<file path="src/rtl/amdemod_agc.sv">
// amdemod_agc: AM audio back-end with carrier-DC removal, gain and PWM output.
//
// Decimated baseband I/Q samples pass through a four-stage pipeline:
//   S1 |i|,|q|          S2 detector (envelope or coherent)
//   S3 carrier removal  S4 gain, arithmetic shift and saturation
// The audio sample then drives a bit-reversed-counter PWM on o_pwm_audio.
// A Wishbone slave exposes gain, control, AGC targets and status.
//
// Build option: define AMDEMOD_AGC_EN to build the automatic gain loop
// (window peak tracker, saturation attack, hold bit, target register).
// Without it the gain only changes through bus writes.
//
// Ports
//   i_clk, i_reset             clock, asynchronous active-high reset
//   i_wb_cyc/stb/we/addr/data  Wishbone slave request (i_wb_sel ignored)
//   o_wb_stall/ack/data        Wishbone slave response
//   i_audio_en                 PWM enable (low: o_pwm_audio toggles)
//   i_ce, i_i, i_q             input sample valid and signed I/Q
//   o_sample_ce, o_sample      output sample valid and signed audio
//   o_pwm_audio                PWM audio pin
module amdemod_agc #(
  parameter int IW        = 12,
  parameter int OW        = 16,
  parameter int GAIN_BITS = 16,
  parameter int SHIFT     = 10,
  parameter int LGALPHA   = 10,
  parameter int LGWIN     = 10,
  parameter logic [GAIN_BITS-1:0] INITIAL_GAIN = 16'h4000
) (
  input  logic                 i_clk,
  input  logic                 i_reset,
  input  logic                 i_wb_cyc,
  input  logic                 i_wb_stb,
  input  logic                 i_wb_we,
  input  logic [1:0]           i_wb_addr,
  input  logic [31:0]          i_wb_data,
  input  logic [3:0]           i_wb_sel,
  output logic                 o_wb_stall,
  output logic                 o_wb_ack,
  output logic [31:0]          o_wb_data,
  input  logic                 i_audio_en,
  input  logic                 i_ce,
  input  logic signed [IW-1:0] i_i,
  input  logic signed [IW-1:0] i_q,
  output logic                 o_sample_ce,
  output logic signed [OW-1:0] o_sample,
  output logic                 o_pwm_audio
);

  localparam int AW = IW + 1 + LGALPHA;
  localparam int PW = IW + GAIN_BITS + 3;

  logic unused_bits;
  assign unused_bits = &{1'b0, i_wb_sel, i_wb_data};
  assign o_wb_stall  = 1'b0;

  logic                 wb_wr;
  logic [GAIN_BITS-1:0] gain;
  logic                 mode;
  logic                 hold;
  logic [15:0]          sat_cnt;
  logic                 sat_r;

  assign wb_wr = i_wb_cyc & i_wb_stb & i_wb_we;

  // ---------------- S1: magnitudes ----------------
  logic [IW-2:0] neg_i, neg_q, abs_i, abs_q;
  logic          ce1, s1_mode;
  logic [IW-2:0] s1_abs_i, s1_abs_q;
  logic [IW-1:0] s1_i;

  // The most negative input has no positive twin; it maps to full scale.
  always_comb begin
    neg_i = (~i_i[IW-2:0]) + 1'b1;
    neg_q = (~i_q[IW-2:0]) + 1'b1;
    abs_i = i_i[IW-2:0];
    abs_q = i_q[IW-2:0];
    if (i_i[IW-1]) abs_i = (i_i[IW-2:0] == '0) ? '1 : neg_i;
    if (i_q[IW-1]) abs_q = (i_q[IW-2:0] == '0) ? '1 : neg_q;
  end

  // Mode is captured with the sample so in-flight samples keep their mode.
  always_ff @(posedge i_clk or posedge i_reset) begin
    if (i_reset) begin
      ce1      <= 1'b0;
      s1_mode  <= 1'b0;
      s1_abs_i <= '0;
      s1_abs_q <= '0;
      s1_i     <= '0;
    end else begin
      ce1 <= i_ce;
      if (i_ce) begin
        s1_mode  <= mode;
        s1_abs_i <= abs_i;
        s1_abs_q <= abs_q;
        s1_i     <= i_i;
      end
    end
  end

  // ---------------- S2: detector ----------------
  logic [IW-2:0]      mx, mn;
  logic signed [IW:0] x_c, s2_x;
  logic               ce2;

  always_comb begin
    mx = (s1_abs_i > s1_abs_q) ? s1_abs_i : s1_abs_q;
    mn = (s1_abs_i > s1_abs_q) ? s1_abs_q : s1_abs_i;
    if (s1_mode) x_c = {s1_i[IW-1], s1_i};
    else         x_c = {2'b00, mx} + {2'b00, mn >> 2};
  end

  always_ff @(posedge i_clk or posedge i_reset) begin
    if (i_reset) begin
      ce2  <= 1'b0;
      s2_x <= '0;
    end else begin
      ce2 <= ce1;
      if (ce1) s2_x <= x_c;
    end
  end

  // ---------------- S3: carrier average removal ----------------
  // acc holds avg scaled by 2^LGALPHA; adding (x - avg) to it moves the
  // unscaled average by (x - avg)/2^LGALPHA.
  logic signed [AW-1:0] acc;
  logic signed [IW:0]   avg_top;
  logic signed [IW+1:0] diff_c, s3_diff;
  logic                 ce3;

  always_comb begin
    avg_top = acc[AW-1:LGALPHA];
    diff_c  = {s2_x[IW], s2_x} - {avg_top[IW], avg_top};
  end

  always_ff @(posedge i_clk or posedge i_reset) begin
    if (i_reset) begin
      ce3     <= 1'b0;
      acc     <= '0;
      s3_diff <= '0;
    end else begin
      ce3 <= ce2;
      if (ce2) begin
        s3_diff <= diff_c;
        acc     <= acc + {{(LGALPHA-1){diff_c[IW+1]}}, diff_c};
      end
    end
  end

  // ---------------- S4: gain, shift, saturate ----------------
  logic signed [PW-1:0] prod, shifted;
  logic                 sat_hi, sat_lo;

  always_comb begin
    prod    = PW'(s3_diff) * PW'($signed({1'b0, gain}));
    shifted = prod >>> SHIFT;
    sat_hi  = ~shifted[PW-1] & (|shifted[PW-2:OW-1]);
    sat_lo  = shifted[PW-1] & ~(&shifted[PW-2:OW-1]);
  end

  always_ff @(posedge i_clk or posedge i_reset) begin
    if (i_reset) begin
      o_sample_ce <= 1'b0;
      o_sample    <= '0;
      sat_r       <= 1'b0;
    end else begin
      o_sample_ce <= ce3;
      sat_r       <= ce3 & (sat_hi | sat_lo);
      if (ce3) begin
        if (sat_hi)      o_sample <= {1'b0, {(OW-1){1'b1}}};
        else if (sat_lo) o_sample <= {1'b1, {(OW-1){1'b0}}};
        else             o_sample <= shifted[OW-1:0];
      end
    end
  end

  // ---------------- saturation counter ----------------
  always_ff @(posedge i_clk or posedge i_reset) begin
    if (i_reset)
      sat_cnt <= '0;
    else if (wb_wr && i_wb_addr == 2'd3)
      sat_cnt <= '0;
    else if (o_sample_ce && sat_r && sat_cnt != '1)
      sat_cnt <= sat_cnt + 1'b1;
  end

  // ---------------- control, gain and AGC ----------------
`ifdef AMDEMOD_AGC_EN
  logic [OW-1:0]        target_lo, target_hi;
  logic [LGWIN-1:0]     win_cnt;
  logic [OW-1:0]        peak, abs_out, peak_now;
  logic                 win_end;
  logic [GAIN_BITS-1:0] dn, gain_dn, gain_up;
  logic [GAIN_BITS:0]   up;

  always_ff @(posedge i_clk or posedge i_reset) begin
    if (i_reset) begin
      mode      <= 1'b0;
      hold      <= 1'b0;
      target_lo <= OW'(16'h1000);
      target_hi <= OW'(16'h6000);
    end else if (wb_wr) begin
      if (i_wb_addr == 2'd1) begin
        mode <= i_wb_data[0];
        hold <= i_wb_data[1];
      end
      if (i_wb_addr == 2'd2) begin
        target_lo <= OW'(i_wb_data[15:0]);
        target_hi <= OW'(i_wb_data[31:16]);
      end
    end
  end

  always_comb begin
    abs_out  = o_sample[OW-1] ? -o_sample : o_sample;
    peak_now = (abs_out > peak) ? abs_out : peak;
    win_end  = (win_cnt == '1);
    dn       = gain - (gain >> 3);
    gain_dn  = (dn == '0) ? {{(GAIN_BITS-1){1'b0}}, 1'b1} : dn;
    up       = {1'b0, gain} + {1'b0, gain >> 6} + 1'b1;
    gain_up  = up[GAIN_BITS] ? '1 : up[GAIN_BITS-1:0];
  end

  // A bus write to the gain wins over any AGC decision in the same cycle
  // and starts a fresh window.
  always_ff @(posedge i_clk or posedge i_reset) begin
    if (i_reset) begin
      gain    <= INITIAL_GAIN;
      win_cnt <= '0;
      peak    <= '0;
    end else if (wb_wr && i_wb_addr == 2'd0) begin
      gain    <= i_wb_data[GAIN_BITS-1:0];
      win_cnt <= '0;
      peak    <= '0;
    end else if (o_sample_ce && !hold) begin
      win_cnt <= win_cnt + 1'b1;
      peak    <= win_end ? '0 : peak_now;
      if (sat_r)
        gain <= gain_dn;
      else if (win_end) begin
        if (peak_now > target_hi)      gain <= gain_dn;
        else if (peak_now < target_lo) gain <= gain_up;
      end
    end
  end
`else
  assign hold = 1'b0;

  always_ff @(posedge i_clk or posedge i_reset) begin
    if (i_reset)
      mode <= 1'b0;
    else if (wb_wr && i_wb_addr == 2'd1)
      mode <= i_wb_data[0];
  end

  always_ff @(posedge i_clk or posedge i_reset) begin
    if (i_reset)
      gain <= INITIAL_GAIN;
    else if (wb_wr && i_wb_addr == 2'd0)
      gain <= i_wb_data[GAIN_BITS-1:0];
  end
`endif

  // ---------------- Wishbone read ----------------
  logic [31:0] rd_data;
  logic [15:0] est;

  always_comb begin
    est     = {{(16-IW-1){avg_top[IW]}}, avg_top};
    rd_data = '0;
    case (i_wb_addr)
      2'd0:    rd_data = 32'(gain);
      2'd1:    rd_data = {30'b0, hold, mode};
`ifdef AMDEMOD_AGC_EN
      2'd2:    rd_data = {16'(target_hi), 16'(target_lo)};
`else
      2'd2:    rd_data = '0;
`endif
      default: rd_data = {est, sat_cnt};
    endcase
  end

  always_ff @(posedge i_clk or posedge i_reset) begin
    if (i_reset) begin
      o_wb_ack  <= 1'b0;
      o_wb_data <= '0;
    end else begin
      o_wb_ack <= i_wb_stb;
      if (i_wb_stb) o_wb_data <= rd_data;
    end
  end

  // ---------------- PWM ----------------
  // Bit-reversing the counter spreads the on-time across the period,
  // pushing the PWM energy well above the audio band.
  logic [OW-1:0] pwm_cnt, pwm_rev, pwm_level;

  always_comb begin
    pwm_rev = '0;
    for (int unsigned b = 0; b < OW; b++)
      pwm_rev[b] = pwm_cnt[OW-1-b];
    pwm_level = {~o_sample[OW-1], o_sample[OW-2:0]};
  end

  always_ff @(posedge i_clk or posedge i_reset) begin
    if (i_reset) begin
      pwm_cnt     <= '0;
      o_pwm_audio <= 1'b0;
    end else begin
      pwm_cnt     <= pwm_cnt + 1'b1;
      o_pwm_audio <= i_audio_en ? (pwm_rev < pwm_level) : ~o_pwm_audio;
    end
  end

endmodule
</file>
<file path="config.mk">
export PLATFORM = sky130hd
export DESIGN_NAME = amdemod_agc
export DESIGN_NICKNAME = d
export VERILOG_FILES = /design/src/rtl/amdemod_agc.sv
export SDC_FILE = /design/constraint.sdc
export NUM_CORES = 1
export LEC_CHECK = 0
export ABC_AREA = 1
export ABC_CLOCK_PERIOD_IN_PS = 13930
export BUFFER_PORTS_ARGS = -buffer_cell sky130_fd_sc_hd__buf_2
export CORE_MARGIN = 1.5
export CORE_UTILIZATION = 65
export CTS_BUF_LIST = sky130_fd_sc_hd__clkbuf_4 sky130_fd_sc_hd__clkbuf_8
export CTS_CLUSTER_SIZE = 10
export DETAILED_ROUTE_END_ITERATION = 8
export PLACE_DENSITY = 0.85
export SLEW_MARGIN = 20
export SYNTH_ARGS = -nofsm -noshare
export SYNTH_HDL_FRONTEND = slang
export SYNTH_SLANG_ARGS = --single-unit
</file>
<file path="constraint.sdc">
create_clock -name i_clk -period 13.93 [get_ports i_clk]
set_input_delay 1.393 -clock i_clk [delete_from_list [all_inputs] [get_ports i_clk]]
set_output_delay 1.393 -clock i_clk [all_outputs]
set_load 0.05 [all_outputs]
</file>
==> impl_metrics.ini, run 1 <==
[global_routing]
groute.usage.overall_pct = 31.8
grt_pass1_vias = 16898
grt-ovfl-total = 0
antenna_found_initial = 0
grt_pass1_wl_um = 78700
grt_start_max_net_pins = 108

[cts]
cts_tree = yes
cts_made_buffers = 17
path_clk_slew_ns = 0.12
clk_latency_ns = 0.50
cts_resized = 0
cts_buffer_depth = 2
hold_buffers = 0
cts.sinks = 186
root_buffer = clkbuf_8
ctsHtreeMaxLevel = 4
postCtsSetupBuffers = 0

[place]
place.gp.congestion = 0.981
dp_hpwl_um = 36900
io_buffer_count = 99
dpl_cell_area_sq_um = 20000
dp_cells = 2963

[setup_path]
required_ns = 14.37
cp_max_fo = 17
cpMostUsedCell = nand2_1
critical_path_class = reg -> reg
crit_slowest_cell = fa_1
max_stage_delay_ns = 0.54
cp.arrival_ns = 7.17
end_kind = flip-flop
worstSetupStartpointType = flip-flop
critPathTopFamily = adder cells
crit_buf_inv = 4

[sta]
timing.setup.tns_ns = 0
min_period_ns = 6.73
setup_viol_count_final = 0
hold_viol_final = 0
maxSlewViolCount = 0
slew-limit-headroom_pct = 31.9
worst_slew_pin_slew_ns = 1.02
rsz0062_at_grt = false
fmax_mhz = 149
finalClockSkew_ns = 0.0330
period_share_pct = 48.3

[floorplanning]
initial_core_util_pct = 65.7
fp.dieH_um = 176
io_pins = 121
die_x_um = 176
die_area_sq_um = 30800
placementRows = 63
core_sq_um = 29500

[finish]
n_antenna_cell = 0
fin_nets = 3012
final_core_util_pct = 69.3
areaGrowthSynthToFinish_pct = 5.54
fill_cells = 2411
postLayoutCellArea_sq_um = 20400
final_cells = 2995
drive_above_1_share_pct = 7.72

[synth]
syn_area_per_cell_sq_um = 7.58
synthDistinctLibCells = 54
synth_cells = 2554
synth_area_sq_um = 19400
syn-num-nets = 2974
yosysWarnings = 0
ys_ff_latch = 186
synth-seq-area-share_pct = 24.0

[route]
wl_per_cell_um = 15.7
drc = 0
ant_nets = 0
wirelength_um = 46900
dr.pass1.iters = 7
drt_first_iter_violations = 1090
vias = 16657
via_per_inst = 5.56

[run_status]
outcome = completed

[run]
maxCapViolCount = 0

[worst_hold_path]
min_path_type = reg -> reg
-- area by class of cell --
cell class	instances	area, sq um	share of cell area [%]
Timing Repair Buffer	102	522	2.55
Tap cell	390	488	2.39
Clock inverter	13	153	0.747
Sequential cell	186	4660	22.8
Multi-Input combinational cell	1707	12200	59.6
Clock buffer	19	255	1.25
Inverter	578	2180	10.7
-- cell families (layout without fill, tap and decap cells) --
kind of cell / after synthesis / after routing / synth area share, %
AO/OA/AOI/OAI: 321 / 321 / 9.56
XOR/XNOR: 66 / 66 / 2.98
adder cells (fa/ha/maj): 351 / 351 / 29.2
buffers and inverters: 661 / 712 / 13.0
flip-flops: 186 / 186 / 24.0
multiplexers: 15 / 15 / 0.872
other: 1 / 1 / 0.0194
AND/OR/NAND/NOR: 953 / 953 / 20.3
-- final timing paths --
| kind | end | cells after the start | slack (ns) | from |
|---|---|---|---|---|
| max | o_sample[13] | 26 | 7.20 | s3_diff[13] |
| min | o_pwm_audio | 1 | 0.48 | o_pwm_audio |
| max reg2reg | o_sample[13] | 26 | 7.20 | s3_diff[13] |
| min reg2reg | o_pwm_audio | 1 | 0.48 | o_pwm_audio |
| max in group asynchronous | acc[4] | 3 | 11.68 | i_reset |
| min in group asynchronous | s1_abs_q[0] | 2 | 1.03 | i_reset |
-- state kept, by name (all words and copies together) (netlist names), 11 cells and up --
register / flops
s1_i: 12
s1_abs_q: 11
s2_x: 13
s3_diff: 14
pwm_cnt: 16
sat_cnt: 16
o_wb_data: 29
acc: 23
gain: 16
o_sample: 16
s1_abs_i: 11
-- cell usage after synthesis (all sizes together) --
library cell	count	share of area [%]
a21oi	99	2.6
a31o	1	0.045
and2	1	0.032
ha	183	12
nand3b	5	0.19
a21o	1	0.039
a21boi	6	0.23
o22ai	6	0.19
mux2	15	0.87
xor2	42	1.9
o21ai	125	3.3
dfrtp	185	24
o2111ai	1	0.045
o221a	2	0.12
a221oi	1	0.045
o211ai	11	0.43
nor3b	4	0.18
buf	11	0.43
nor2	121	2.5
xnor2	24	1.1
clkbuf	72	1.4
dfstp	1	0.14
a22oi	6	0.23
o21bai	7	0.27
nand4	15	0.48
a31oi	21	0.68
conb	1	0.019
a32o	1	0.052
o221ai	8	0.36
o31ai	19	0.74
nand3	65	1.8
clkinv	2	0.039
o21a	5	0.19
nor4	1	0.032
nor3	39	1.1
o311ai	1	0.045
or2	9	0.29
and3	1	0.032
inv	576	11
nand2	692	14
fa	168	17
-- per-stage QoR --
step	hold WS [ns]	setup WS [ns]
after floorplan	0.352	7.48
after global placement	0.446	7.40
after detailed placement	0.463	7.27
after CTS	0.481	7.24
after global routing	0.497	6.71
final	0.479	7.20
-- layout by cell type (no fill, tap or decap), drive strengths merged, types with 2 or more instances in the layout --
master and count:
xor2 42, nand2 692, nor3 39, buf 102
clkinvlp 2, fa 168, mux2 15, or2 9
clkbuf 19, o31ai 19, nand3b 5, nand3 65
ha 183, dfrtp 185, a31oi 21, clkinv 6
a22oi 6, a21boi 6, nand4 15, nor2 121
nor3b 4, o21ai 125, inv 582, o221ai 8
o211ai 11, xnor2 24, o21bai 7, o21a 5
a21oi 99, o22ai 6, o221a 2
-- routing by layer --
| metal | routed length [um] | global-route usage [%] | vias to the layer above | part of all wire [%] |
|---|---|---|---|---|
| li1 | - | - | 7917 | - |
| met1 | 18800 | 38.2 | 7996 | 40 |
| met2 | 23600 | 57.5 | 595 | 50 |
| met3 | 2750 | 4.11 | 149 | 5.9 |
| met4 | 1780 | 13.4 | 0 | 3.8 |
| met5 | 0 | 0 | - | 0 |
Power of run 1 is not shown: default switching activity piles up to over one toggle a cycle in this logic, so the estimate is an artifact.
==> run 2, diff against run 1 <==
==> config.mk (replaced) <==
export PLATFORM = sky130hd
export DESIGN_NAME = amdemod_agc
export DESIGN_NICKNAME = d
export VERILOG_FILES = /design/src/rtl/amdemod_agc.sv
export SDC_FILE = /design/constraint.sdc
export NUM_CORES = 1
export LEC_CHECK = 0
export ABC_AREA = 0
export ABC_CLOCK_PERIOD_IN_PS = 7100
export BUFFER_PORTS_ARGS = -buffer_cell sky130_fd_sc_hd__buf_2
export CORE_MARGIN = 1.5
export CORE_UTILIZATION = 64
export CTS_BUF_LIST = sky130_fd_sc_hd__clkbuf_4 sky130_fd_sc_hd__clkbuf_8
export CTS_CLUSTER_SIZE = 10
export DETAILED_ROUTE_END_ITERATION = 8
export PLACE_DENSITY = 0.84
export SLEW_MARGIN = 20
export SYNTH_ARGS = -nofsm -noshare
export SYNTH_HDL_FRONTEND = slang
export SYNTH_SLANG_ARGS = --single-unit
==> constraint.sdc (replaced) <==
create_clock -name i_clk -period 7.1 [get_ports i_clk]
set_input_delay 0.71 -clock i_clk [delete_from_list [all_inputs] [get_ports i_clk]]
set_output_delay 0.71 -clock i_clk [all_outputs]
set_load 0.05 [all_outputs]
==> run 2 against run 1 <==
Compared with the run above: setup slack got worse by 6.9 ns; largest cell class unchanged; final cell count down 17%; highest routed layer is now met5; flip-flop and latch count is the same; critical path depth decreased by 5.
==> impl_metrics.ini, run 2 <==
[finish]
final_cells = 2476
largest_reg_flops = 29
fin_nets = 2504
final_common_cell = inv_1
top_regs = o_wb_data: 29 flops, acc: 23 flops
top_register = o_wb_data
postLayoutCellArea_sq_um = 19800
areaGrowthSynthToFinish_pct = 7.84
drive_above_1_share_pct = 13.1
layout_common_cells = inv_1 (307), ha_1 (183), nand2_1 (179), dfrtp_1 (170), fa_1 (168)

[floorplanning]
die_area_sq_um = 29700
die_x_um = 172
io_pins = 121
core_sq_um = 28000
fp.dieH_um = 172
placementRows = 61
initial_core_util_pct = 65.6

[place]
dpl_cell_area_sq_um = 19400
dpl_worst_slack_ns = -0.0589
dp_cells = 2443
place.gp.congestion = 0.924
io_buffer_count = 99
dp_hpwl_um = 32400

[route]
dr.pass1.iters = 5
vias = 14250
ant_nets = 0
drt_first_iter_violations = 806
drc = 0
via_per_inst = 5.76
wirelength_um = 40800
wl_per_cell_um = 16.5

[synth]
yosysWarnings = 0
synth_ff_type = dfrtp_1
syn-num-nets = 2421
synth-seq-area-share_pct = 25.3
synth_top_area_cell = dfrtp_1
ys_async_sr_fraction_pct = 100
syn_area_per_cell_sq_um = 9.18
synth_top_cell_area_share_pct = 25.2
ys_ff_latch = 186
synthDistinctLibCells = 77
synth_cells = 2001
synthTopCellsByCount = inv_1 (308), dfrtp_1 (185), ha_1 (183), nand2_1 (179), fa_1 (168)
synth_area_leaders = dfrtp_1 (25%), fa_1 (18%), ha_1 (12%)
synth_edf_count = 0
synth_area_sq_um = 18400
yosysMostFrequentCell = inv_1

[run]
maxCapViolCount = 0

[sta]
hold_viol_final = 0
rsz0062_at_grt = false
min_period_ns = 6.85
period_share_pct = 96.4
maxSlewViolCount = 0
fin_ws_ns = 0.253
worst_slew_pin_slew_ns = 1.01
finalClockSkew_ns = 0.0153
hold_ws_ns = 0.322
fmax_mhz = 146
setup_viol_count_final = 0
slew-limit-headroom_pct = 32.6

[global_routing]
grt_pass1_vias = 14529
met1_usage_pct = 37.9
met2_usage_pct = 48.8
top_usage_layer = met2
antenna_found_initial = 2
gr-usage-met3_pct = 5.63
grt-ovfl-total = 0
grt_pass1_wl_um = 68500
groute.usage.overall_pct = 29.3
grt_start_max_net_pins = 108

[cts]
path_clk_slew_ns = 0.11
clk_latency_ns = 0.52
root_buffer = clkbuf_8
cts.sinks = 186
cts_made_buffers = 17
cts_tree = yes
ctsHtreeMaxLevel = 4
cts_buffer_depth = 2

[setup_path]
end_kind = flip-flop
cp.arrival_ns = 7.28
worstSetupStartpointType = flip-flop
critical_path_class = reg -> reg
required_ns = 7.54
cp_max_fo = 12

[run_status]
outcome = completed

[worst_hold_path]
min_path_type = in -> async
==> run 2: changes by cell type in the layout (fill, tap and decap cells not counted), moves of 23 or more <==
cell / before / now
o21ai_0: 122 / 80
inv_1: 572 / 307
nand2_1: 673 / 179
and2_1: 1 / 127
nor2b_1: 0 / 23
buf_4: 2 / 42
mux2_2: 15 / 59
==> run 2: final timing paths <==
| path | from | end | slack, ns | cells after the start |
|---|---|---|---|---|
| setup reg to reg | s3_diff[4] | o_sample[13] | 0.25 | 21 |
| min in group i_clk | i_wb_data[11] | gain[11] | 0.41 | 2 |
| hold / removal | i_reset | sat_cnt[14] | 0.32 | 2 |
| setup / recovery | s3_diff[4] | o_sample[13] | 0.25 | 21 |
| max in group asynchronous | i_reset | ce2 | 5.49 | 3 |
| hold reg to reg | pwm_cnt[15] | pwm_cnt[15] | 0.47 | 1 |
==> run 2: logic make-up after synthesis <==
family	count (synthesis)	synth area share, %
muxes	66	4.00
xor gates and xnor gates	81	3.86
buffers and inverters	386	8.00
and+or+nand+nor	591	16.0
AOI/OAI and AO/OA	339	12.0
other	1	0.0204
DFF	186	25.3
adders and majority gates	351	30.8
==> run 2: worst max-delay path, cell delays in order, from the launching register on <==
cell	delay (ns)
dfrtp_2	0.51
and2_1	0.21
fa_1	0.54
inv_1	0.06
fa_1	0.54
inv_1	0.06
fa_1	0.51
fa_1	0.44
fa_1	0.55
inv_1	0.06
fa_1	0.54
inv_1	0.04
ha_1	0.33
and4_1	0.25
nand3_1	0.12
buf_4	0.17
a2111oi_4	0.38
o31ai_2	0.13
nor3b_4	0.18
or4_4	0.55
o41a_1	0.45
a22oi_2	0.16
==> run 2: metrics by stage <==
step	setup TNS, ns	utilization [%]
final	0	70.7
after global routing	0	70.7
after CTS	0	70.5
after detailed placement	-0.303	69.1
after global placement	0	69.1
after floorplan	0	-
==> run 2: repair_timing <==
item                       in CTS  in global routing
setup endpoints to repair      10                 16
gates cloned                    0                  0
hold buffers                    0                  0
setup buffers                   0                  0
resized for setup               1                 21
==> run 2: layout make-up <==
type | instances | area, sq um
Clock buffer | 18 | 241
Antenna cell | 1 | 2.50
Timing Repair Buffer | 142 | 822
Tap cell | 378 | 473
Fill cell | 2045 | 8200
Inverter | 308 | 1160
Clock inverter | 14 | 151
Multi-Input combinational cell | 1429 | 12300
Sequential cell | 186 | 4670
==> run 2: metal layers <==
metal,vias to the layer above,wire length (um)
li1,6752,-
met1,6995,17400
met2,409,19700
met3,92,2450
met4,2,1210
met5,-,10
Power of run 2 is left out for the same reason.
==> run 3, diff against run 2 <==
--- a/config.mk
+++ b/config.mk
@@ -8,6 +8,7 @@
 export ABC_AREA = 0
 export ABC_CLOCK_PERIOD_IN_PS = 7100
 export BUFFER_PORTS_ARGS = -buffer_cell sky130_fd_sc_hd__buf_2
+export CORE_ASPECT_RATIO = 2
 export CORE_MARGIN = 1.5
 export CORE_UTILIZATION = 64
 export CTS_BUF_LIST = sky130_fd_sc_hd__clkbuf_4 sky130_fd_sc_hd__clkbuf_8
==> constraint.sdc (replaced) <==
create_clock -name i_clk -period 7.1 [get_ports i_clk]
set_input_delay 1.42 -clock i_clk [delete_from_list [all_inputs] [get_ports i_clk]]
set_output_delay 1.42 -clock i_clk [all_outputs]
set_load 0.05 [all_outputs]
==> run 3 against run 2 <==
Compared with the run above: die area rose by 0.21%; hold slack improved by 0.15 ns; sequential share of layout area fell by 0.37 points; via count rose by 4.4%; final cell count rose by 0.20%; utilization rose by 0.56 points; routed wire length rose by 14%; critical path type unchanged; critical endpoint unchanged.
==> impl_metrics.ini, run 3 (same netlist as run 2, synthesis figures left out) <==
[route]
vias = 14879
drt_first_iter_violations = 805
wirelength_um = 46700
ant_nets = 0
wl_per_cell_um = 18.8
drc = 0
via_per_inst = 6.00
dr.pass1.iters = 5

[finish]
final_common_cell = inv_1
largest_reg_flops = 29
layout_common_cells = inv_1 (307), ha_1 (181), nand2_1 (179), dfrtp_1 (175), fa_1 (167)
final_core_util_pct = 71.3
top_register = o_wb_data
areaGrowthSynthToFinish_pct = 9.41
drive_above_1_share_pct = 14.2
top_regs = o_wb_data: 29 flops, acc: 23 flops
fin_nets = 2531
final_cells = 2481

[cts]
cts_buffer_depth = 2
path_clk_slew_ns = 0.11
hold_buffers = 0
cts_tree = yes
clk_latency_ns = 0.53
ctsHtreeMaxLevel = 4
cts_made_buffers = 17
cts.sinks = 186
root_buffer = clkbuf_8

[global_routing]
grt_pass1_vias = 15867
grt-ovfl-total = 0
grt_start_max_net_pins = 130
grt_pass1_wl_um = 74800
antenna_found_initial = 1
groute.usage.overall_pct = 32.5

[sta]
fmax_mhz = 144
worst_slew_pin_slew_ns = 1.13
hold_ws_ns = 0.471
hold_viol_final = 0
finalClockSkew_ns = 0.0261
period_share_pct = 97.6
maxSlewViolCount = 0
setup_viol_count_final = 0
min_period_ns = 6.93
slew-limit-headroom_pct = 24.6
fin_ws_ns = 0.171

[setup_path]
end_kind = flip-flop
rrSetupSlack_ns = 0.17
r2r-start = s3_diff[4]
required_ns = 7.54
worstSetupStartpointType = flip-flop
critical_path_class = reg -> reg
cp.arrival_ns = 7.37
cp_max_fo = 6
setup.worst_path.start = s3_diff[4]

[floorplanning]
placementRows = 87
core_sq_um = 28200
io_pins = 121
initial_core_util_pct = 65.2
die_area_sq_um = 29800
die_x_um = 123
fp.dieH_um = 243

[place]
dp_hpwl_um = 37700
dp_cells = 2443
place.gp.congestion = 0.977
io_buffer_count = 99
dpl_worst_slack_ns = 0.00347

[worst_hold_path]
min_path_type = reg -> reg
hp-start = pwm_cnt[15]

[run_status]
outcome = completed

[run]
maxCapViolCount = 0
## run 3: layout make-up
cell class,count,area [sq um]
Antenna cell,1,2.50
Clock buffer,17,234
Clock inverter,15,215
Fill cell,2112,8100
Inverter,308,1160
Multi-Input combinational cell,1429,12300
Sequential cell,186,4670
Tap cell,356,445
Timing Repair Buffer,169,1060
## run 3: worst paths after layout
kind / endpoint / cells past startpoint
setup reg to reg: o_sample[13] / 23
min in group asynchronous: acc[1] / 2
hold reg to reg: pwm_cnt[15] / 1
setup / recovery: o_sample[13] / 23
hold / removal: pwm_cnt[15] / 1
max in group asynchronous: s1_abs_q[6] / 3
## run 3: per-layer routing
layer	wire (um)	track usage, %	vias to the layer above
li1	-	-	6812
met2	26200	61.3	473
met5	0	0	-
met1	14400	28.5	7348
met4	4590	27.8	0
met3	1560	4.86	246
## run 3: timing repair
action | CTS | global route
buffers inserted | 0 | 5
setup endpoints to repair | 1 | 16
pin swaps | 0 | 13
gates resized for setup | 2 | 26
## run 3: stage by stage
| stage | area [sq um] | setup TNS [ns] |
|---|---|---|
| 2_1_floorplan | 18400 | 0 |
| 3_5_place_dp | 19500 | 0 |
| 6_report | 20100 | 0 |
| 3_3_place_gp | 19500 | 0 |
| 5_1_grt | 20100 | -0.503 |
| 4_1_cts | 20000 | 0 |
## run 3: critical path, stage by stage (launching register included)
cell and delay (ns):
dfrtp_2 0.50, buf_4 0.19, and2_1 0.17, fa_1 0.53
inv_1 0.06, fa_1 0.53, inv_1 0.05, fa_1 0.50
fa_1 0.53, fa_1 0.55, inv_1 0.06, fa_1 0.53
inv_1 0.04, ha_1 0.31, buf_4 0.17, nand2_1 0.08
o21ai_1 0.09, a21oi_1 0.24, nor2_2 0.08, or3_1 0.39
a2111o_1 0.47, and3_4 0.20, o41a_1 0.45, a22oi_2 0.14
Power of run 3 is left out for the same reason.
